File: src/rtl/mem_port_arbiter.sv
// Arbitrates fetch and load/store ports onto one fixed-latency single-port word memory,
// with RV32I byte-lane steering for stores and extraction/extension for loads.
module mem_port_arbiter #(
   parameter int ADDR_W  = 12,
   parameter int MEM_LAT = 2
) (
   input  logic              clk,
   input  logic              reset,
   input  logic              if_req,
   input  logic [31:0]       if_addr,
   output logic              if_gnt,
   output logic              if_rvalid,
   output logic [31:0]       if_rdata,
   input  logic              ls_req,
   input  logic              ls_we,
   input  logic [2:0]        ls_funct3,
   input  logic [31:0]       ls_addr,
   input  logic [31:0]       ls_wdata,
   output logic              ls_gnt,
   output logic              ls_rvalid,
   output logic [31:0]       ls_rdata,
   output logic              ls_err,
   output logic              mem_en,
   output logic              mem_we,
   output logic [3:0]        mem_be,
   output logic [ADDR_W-1:0] mem_addr,
   output logic [31:0]       mem_wdata,
   input  logic [31:0]       mem_rdata,
   output logic              busy
);
   typedef enum logic [1:0] {IDLE, WAIT, RESP} state_t;
   localparam logic [2:0] LAST = 3'(MEM_LAT - 1);

   state_t      state, state_nx;
   logic [2:0]  cnt;
   logic        owner;      // 1 = load/store owns the access in flight
   logic        last_ls;
   logic        err_r, we_r;
   logic [2:0]  f3_r;
   logic [1:0]  lane_r;
   logic [31:0] rdata_r, ext;
   logic        ls_bad, ls_ok, gnt_ls, gnt_if, idle;
   logic [31:0] shifted;
   logic [15:0] half;

   logic unused;
   assign unused = ^{if_addr[1:0], if_addr[31:ADDR_W+2], ls_addr[31:ADDR_W+2]};

   always_comb begin
      ls_bad = 1'b1;
      case (ls_funct3)
         3'b000:         ls_bad = 1'b0;
         3'b001:         ls_bad = ls_addr[0];
         3'b010:         ls_bad = (ls_addr[1:0] != 2'b00);
         3'b100, 3'b101: ls_bad = ls_we | (ls_funct3[0] & ls_addr[0]);
         default:        ls_bad = 1'b1;
      endcase
   end

   // Reset gates grants so every output is 0 while reset is held.
   assign idle   = (state == IDLE) && !reset;
   assign gnt_ls = idle && ls_req && (!if_req || !last_ls);
   assign gnt_if = idle && if_req && !gnt_ls;
   assign ls_ok  = gnt_ls && !ls_bad;

   always_comb begin
      mem_en    = gnt_if | ls_ok;
      mem_we    = ls_ok & ls_we;
      mem_be    = 4'b0000;
      mem_addr  = '0;
      mem_wdata = 32'd0;
      if (gnt_if) begin
         mem_be   = 4'b1111;
         mem_addr = if_addr[ADDR_W+1:2];
      end else if (ls_ok) begin
         mem_be   = 4'b1111;
         mem_addr = ls_addr[ADDR_W+1:2];
         if (ls_we) begin
            case (ls_funct3[1:0])
               2'b00: begin
                  mem_be    = 4'b0001 << ls_addr[1:0];
                  mem_wdata = {4{ls_wdata[7:0]}};
               end
               2'b01: begin
                  mem_be    = ls_addr[1] ? 4'b1100 : 4'b0011;
                  mem_wdata = {2{ls_wdata[15:0]}};
               end
               default: mem_wdata = ls_wdata;
            endcase
         end
      end
   end

   assign shifted = mem_rdata >> {lane_r, 3'b000};
   assign half    = lane_r[1] ? mem_rdata[31:16] : mem_rdata[15:0];

   always_comb begin
      ext = mem_rdata;
      if (owner) begin
         case (f3_r)
            3'b000:  ext = {{24{shifted[7]}}, shifted[7:0]};
            3'b100:  ext = {24'd0, shifted[7:0]};
            3'b001:  ext = {{16{half[15]}}, half};
            3'b101:  ext = {16'd0, half};
            default: ext = mem_rdata;
         endcase
         if (we_r) ext = 32'd0;
      end
   end

   always_comb begin
      state_nx = state;
      case (state)
         IDLE: if (gnt_ls && ls_bad) state_nx = RESP;
               else if (gnt_ls || gnt_if) state_nx = WAIT;
         WAIT: if (cnt == LAST) state_nx = RESP;
         RESP: state_nx = IDLE;
         default: state_nx = IDLE;
      endcase
   end

   always_ff @(posedge clk or posedge reset) begin
      if (reset) begin
         state   <= IDLE;
         cnt     <= 3'd0;
         owner   <= 1'b0;
         last_ls <= 1'b0;
         err_r   <= 1'b0;
         we_r    <= 1'b0;
         f3_r    <= 3'd0;
         lane_r  <= 2'd0;
         rdata_r <= 32'd0;
      end else begin
         state <= state_nx;
         if (gnt_ls || gnt_if) begin
            owner   <= gnt_ls;
            last_ls <= gnt_ls;
            err_r   <= gnt_ls & ls_bad;
            we_r    <= gnt_ls & ls_we;
            f3_r    <= ls_funct3;
            lane_r  <= ls_addr[1:0];
            rdata_r <= 32'd0;
            cnt     <= 3'd0;
         end else if (state == WAIT) begin
            if (cnt == LAST) rdata_r <= ext;
            else             cnt     <= cnt + 3'd1;
         end
      end
   end

   assign if_gnt    = gnt_if;
   assign ls_gnt    = gnt_ls;
   assign busy      = (state != IDLE);
   assign if_rvalid = (state == RESP) && !owner;
   assign ls_rvalid = (state == RESP) && owner;
   assign if_rdata  = if_rvalid ? rdata_r : 32'd0;
   assign ls_rdata  = ls_rvalid ? rdata_r : 32'd0;
   assign ls_err    = ls_rvalid & err_r;
endmodule
File: config.mk
export PLATFORM = sky130hd
export DESIGN_NAME = mem_port_arbiter
export DESIGN_NICKNAME = d
export VERILOG_FILES = /design/src/rtl/mem_port_arbiter.sv
export SDC_FILE = /design/constraint.sdc
export NUM_CORES = 1
export LEC_CHECK = 0
export BUFFER_PORTS_ARGS = -buffer_cell sky130_fd_sc_hd__buf_2
export CAP_MARGIN = 15
export CORE_ASPECT_RATIO = 0.75
export CORE_MARGIN = 1.5
export CORE_UTILIZATION = 30
export CTS_CLUSTER_SIZE = 10
export DETAILED_ROUTE_END_ITERATION = 12
export MAX_ROUTING_LAYER = met4
export PLACE_DENSITY = 0.68
export SETUP_SLACK_MARGIN = 0.05
export SLEW_MARGIN = 10
export SYNTH_ARGS = -nofsm -noshare
export SYNTH_HDL_FRONTEND = slang
export SYNTH_SLANG_ARGS = --single-unit
File: constraint.sdc
create_clock -name clk -period 2.35 [get_ports clk]
set_input_delay 0.235 -clock clk [delete_from_list [all_inputs] [get_ports clk]]
set_output_delay 0.235 -clock clk [all_outputs]
set_load 0.02 [all_outputs]
Word level (Yosys, flattened, before mapping)
Cells that the tools add are included.
{"block": "totals", "regBits": 45, "input_bits": 136, "out_inout_bits": 120, "elab_cells": 88}
{"block": "classes", "addsub": 1, "eq_ne": 14, "n_shift": 2, "muxes": 28, "bitwise": 7, "reduce_logical": 28}
{"op": "$mux W32", "count": 10}
{"op": "$pmux W32 S4", "count": 1}
{"op": "$pmux W32 S2", "count": 1}
{"op": "$shr A32 B5 Y8", "count": 1}
{"op": "$mux W12", "count": 2}
{"op": "$mux W16", "count": 1}
{"op": "$mux W4", "count": 4}
{"op": "$eq A3 B3 Y1 const B", "count": 4}
{"op": "$eq A3 B1 Y1 const B", "count": 3}
{"op": "$logic_and A1 B1 Y1", "count": 9}
{"op": "$mux W3", "count": 3}
{"op": "$pmux W4 S2", "count": 1}
{"op": "$reduce_bool A2 Y1", "count": 4}
{"op": "$logic_not A3 Y1", "count": 2}
{"op": "$mux W2", "count": 3}
{"op": "$reduce_and A2 Y1", "count": 3}
{"op": "$and A1 B1 Y1", "count": 5}
{"op": "$logic_not A1 Y1", "count": 5}
{"op": "$eq A2 B1 Y1 const B", "count": 2}
{"op": "$logic_not A2 Y1", "count": 2}
{"op": "$ne A2 B2 Y1 const B", "count": 2}
{"op": "$pmux W1 S4", "count": 1}
{"op": "$pmux W2 S2", "count": 1}
{"op": "$shl A1 B2 Y4 const A", "count": 1}
{"op": "7 further kinds", "count": 9}

Longest topological paths before layout
{"block": "depth", "depth_word": 10, "depth_mapped": 8, "ltp_nobuf": 6}

Worst setup path after synthesis
OpenSTA, ideal clock, no wires.
{"block": "synth_path", "path_kind": "reg2out", "start": "reg state[0]", "end": "out mem_wdata[11]", "arrival_time_ns": 1.728, "required_ns": 2.115, "slack_ns": 0.387, "stages_incl_launch_ff": 7, "n_path_buf": 1, "path_cell_list": "dfrtp_1 -> nor4b_2 -> nand2_1 -> inv_2 -> nand4b_2 -> buf_2 -> a21oi_1"}
{"block": "synth_via", "elab_chain_cells": 7, "elab_cells_between_ends": 10, "cone_classes": "2 x mux; 8 x reduce/logical"}
{"item": "start: declaration", "line": "34", "source": "state_t state, state_nx;"}
{"item": "start signal: assignment", "line": "134", "source": "state <= state_nx;"}
{"item": "$logic_not A2 Y1 *", "line": "61", "source": "assign idle = (state == IDLE) && !reset;"}
{"item": "$logic_and A1 B1 Y1 *", "line": "61"}
{"item": "$logic_and A1 B1 Y1 * (2 in a row)", "line": "62", "source": "assign gnt_ls = idle && ls_req && (!if_req || !last_ls);"}
{"item": "named net ls_gnt", "line": "19", "source": "output logic ls_gnt,"}
{"item": "$logic_and A1 B1 Y1 or $logic_not A1 Y1 (tied branches)", "line": "64, 63"}
{"item": "$mux W32 or $logic_and A1 B1 Y1 (tied branches)", "line": "75, 63"}
{"item": "$mux W32 *", "line": "72", "source": "if (gnt_if) begin"}
{"item": "end: declaration", "line": "27", "source": "output logic [31:0] mem_wdata,"}
The timed path passes the listed nets; every way through them passes the cells marked *.

Worst setup path after layout
{"block": "layout_path", "start": "reg state[0]", "end": "out mem_addr[9]"}
{"block": "layout_via", "elab_chain_cells": 7, "elab_cells_between_ends": 10, "cone_classes": "2 x mux; 8 x reduce/logical"}
{"item": "$logic_not A2 Y1 *", "line": "61"}
{"item": "$logic_and A1 B1 Y1 *", "line": "61"}
{"item": "$logic_and A1 B1 Y1 (2 in a row)", "line": "62"}
{"item": "$logic_and A1 B1 Y1 or $logic_not A1 Y1 (tied branches)", "line": "64, 63"}
{"item": "$mux W12 or $logic_and A1 B1 Y1 (tied branches)", "line": "75, 63"}
{"item": "$mux W12 *", "line": "72"}
{"item": "end: declaration", "line": "26", "source": "output logic [ADDR_W-1:0] mem_addr,"}
Mark *: on every way between the ends. The rest lies on a longest branch, timed or not.

==> impl_metrics.toml <==
[status]
outcome = "completed"

[global_route]
antenna_found_initial = 0
grt.overflow.total = 0
grtUsageTotal_pct = 19.3
grt_pass1_wl_um = 19000
grt_pass1_vias = 3759
grt_max_degree = 38

[placed_design]
gp_congestion = 0.810
port_buffers = 217
dpl.hpwl_um = 9680
placed_area_sq_um = 4910

[clock_tree]
clock_latency_ns = 0.28
numCtsBuffers = 5
htree_num_levels = 2
clockBufferDepth = 2
cts_root_buffer = "clkbuf_16"
cts_tree = "done"
path_clk_slew_ns = 0.06
cts_sinks = 45

[finish]
drive_gt1_share_pct = 38.0
antenna_cells = 0
design_area_sq_um = 5110
final_common_cell = "buf_2"
fill_cells = 1260
final_nets = 822
area_growth_pct = 41.5
layout_common_cells = "217 x buf_2, 66 x and2_1, 51 x nand2_1"

[synth]
yosysSeqAreaShare_pct = 31.2
synth-seq-cells = 45
synth_cell_types = 49
syn_area_sq_um = 3610
synth_nets = 611
synth_edf_count = 0
ys.flop_type = "dfrtp_1"
synthArstFlopShare_pct = 100
ys_warn_count = 0
netlist_instances = 473
synth.avg_cell_area_sq_um = 7.63

[worst_setup_path]
r2r_start = "cnt[0]$_DFFE_PP0P_"
slowest_delay_ns = 0.41
required_ns = 2.12
path_cells = "buf_4 > nor3_2 > and3_1 > buf_4 > a22o_1 > buf_2"
cp_slowest_cell = "dfrtp_1"
crit_type = "reg -> out"
r2r_setup_slack_ns = 0.27
crit_path_start_kind = "register"
reg2reg_to = "rdata_r[15]$_DFFE_PP0P_"
crit_path_end_kind = "primary output"
r2r_cells = 6
crit_top_cell = "buf_4"
arrival_ns = 2.02
cp_max_fo = 13

[floorplanning]
io_pins = 256
core-area_sq_um = 11700
die_x_um = 130
die_height_um = 98.0
dieArea_sq_um = 12700
start_util_pct = 31.0
rows = 34

[worst_hold_path]
hold_path.class = "in -> reg"
hold_start = "ls_funct3[2]"
worstHoldEndpoint = "f3_r[2]$_DFFE_PP0N_"
min_path_cells = 3

[sta]
final_hold_viol_count = 0
fin_crit_ns = 2.26
clock_skew_ns = 0.00594
period_share_pct = 96.0
slew_violations = 0
setup_viol = 0
maxSlewHeadroom_pct = 39.9
rsz0062_at_grt = "false"
fmax_mhz = 443
worst_pin_slew_ns = 0.901
setup_tns_ns = 0

[routing]
vias = 4160
drt-pass1-iter-count = 4
drtIter0Drc = 235
drc = 0
post_drt_wl_per_cell_um = 14.6
vias_per_cell = 4.92
drtAntennaViolNets = 0
wirelength_um = 12300

[power_and_ir_drop]
p_per_area_nw_per_um2 = 850
leakage_uw = 0.00280
peakVddDrop_mv = 0.397

[run]
drv_cap = 0
[logic make-up after synthesis]
group / after synthesis / share of synthesized area (%)
flip-flops: 45 / 31.2
buffers and inverters: 54 / 6.48
adder cells (fa/ha/maj): 2 / 0.693
XOR/XNOR: 2 / 0.485
multiplexers: 26 / 7.21
AND/OR/NAND/NOR: 199 / 28.9
AO/OA/AOI/OAI: 145 / 25.0
[metrics by stage]
step                      setup slack, ns  utilization [%]  total power, uW  hold slack (ns)  instances
after floorplan                     0.387                -             2790            0.340        473
after global placement              0.243             42.1             3520            0.189        837
after detailed placement            0.221             42.1             3540            0.190        837
after CTS                          0.0830             43.7             4340            0.230        845
after global routing               0.0537             43.8             4660            0.229        846
final                              0.0939             43.8             4340            0.224        846
[what timing repair did]
item | 4_1_cts | 5_1_grt
cloned | 0 | 0
buffers inserted | 0 | 1
resized for setup | 2 | 2
hold buffers | 1 | 0
endpoints found under the setup margin | 27 | 30
hold endpoints to repair | 8 | 0
pin swaps | 0 | 1
[cell usage after synthesis (all sizes together), types with 4 or more instances]
master	count	area (sq um)
a21oi	47	243
nand2b	10	62.6
inv	17	63.8
o21ai	43	215
dfrtp	45	1130
o2bb2ai	7	61.3
nand2	52	195
buf	17	95.1
nor2	49	184
o221ai	6	52.6
a22oi	6	45.0
clkbuf	19	71.3
o22ai	10	62.6
nor3b	4	40.0
a22o	15	131
mux2i	26	260
and2	66	413
[final cells by class]
| class | instances | area (sq um) | area share [%] |
|---|---|---|---|
| tap | 162 | 203 | 3.97 |
| clock buffer | 5 | 125 | 2.45 |
| inverter | 18 | 67.6 | 1.32 |
| sequential | 45 | 1130 | 22.0 |
| timing repair buffer | 240 | 1270 | 24.9 |
| multi-input combinational | 374 | 2280 | 44.6 |
| clock inverter | 2 | 35.0 | 0.686 |
[where the power goes]
| part | switching [uW] | leakage, uW | total, uW | internal [uW] |
|---|---|---|---|---|
| Sequential | 259 | 0.000596 | 1290 | 1030 |
| Combinational | 1380 | 0.00213 | 2280 | 896 |
| Clock | 279 | 0.0000797 | 772 | 493 |
| Total | 1920 | 0.00280 | 4340 | 2420 |
[state kept, by name (all words and copies together), names as in the netlist]
signal,cells
cnt,3
err_r,1
f3_r,3
lane_r,2
last_ls,1
rdata_r,32
state,2
we_r,1
[worst max-delay path: cells and delay by family, from the launching register on]
kind	cells	cell delay [ns]
simple gates	2	0.61
flops	1	0.41
compound gates	1	0.16
buf+inv	3	0.57
[worst max-delay path by stage]
stage | startpoint | endpoint | slack [ns] | cells past startpoint
after floorplan | state[0]$_DFFE_PP0P_ | mem_wdata[11] | 0.39 | 6
after global placement | lane_r[1]$_DFFE_PP0N_ | rdata_r[31]$_DFFE_PP0P_ | 0.24 | 4
after detailed placement | lane_r[1]$_DFFE_PP0N_ | rdata_r[27]$_DFFE_PP0P_ | 0.22 | 4
after CTS | state[0]$_DFFE_PP0P_ | mem_wdata[12] | 0.08 | 7
after global routing | state[0]$_DFFE_PP0P_ | mem_addr[5] | 0.05 | 6
final | state[0]$_DFFE_PP0P_ | mem_addr[9] | 0.09 | 6
[routing by layer]
metal / up-vias / part of all wire [%] / track usage, %
met5: - / 0 / -
met1: 1899 / 46 / 25.2
met3: 4 / 6.9 / 3.01
met2: 182 / 46 / 31.7
li1: 2075 / - / -
met4: 0 / 0.66 / 3.76
(Power assumes the default switching activity.)
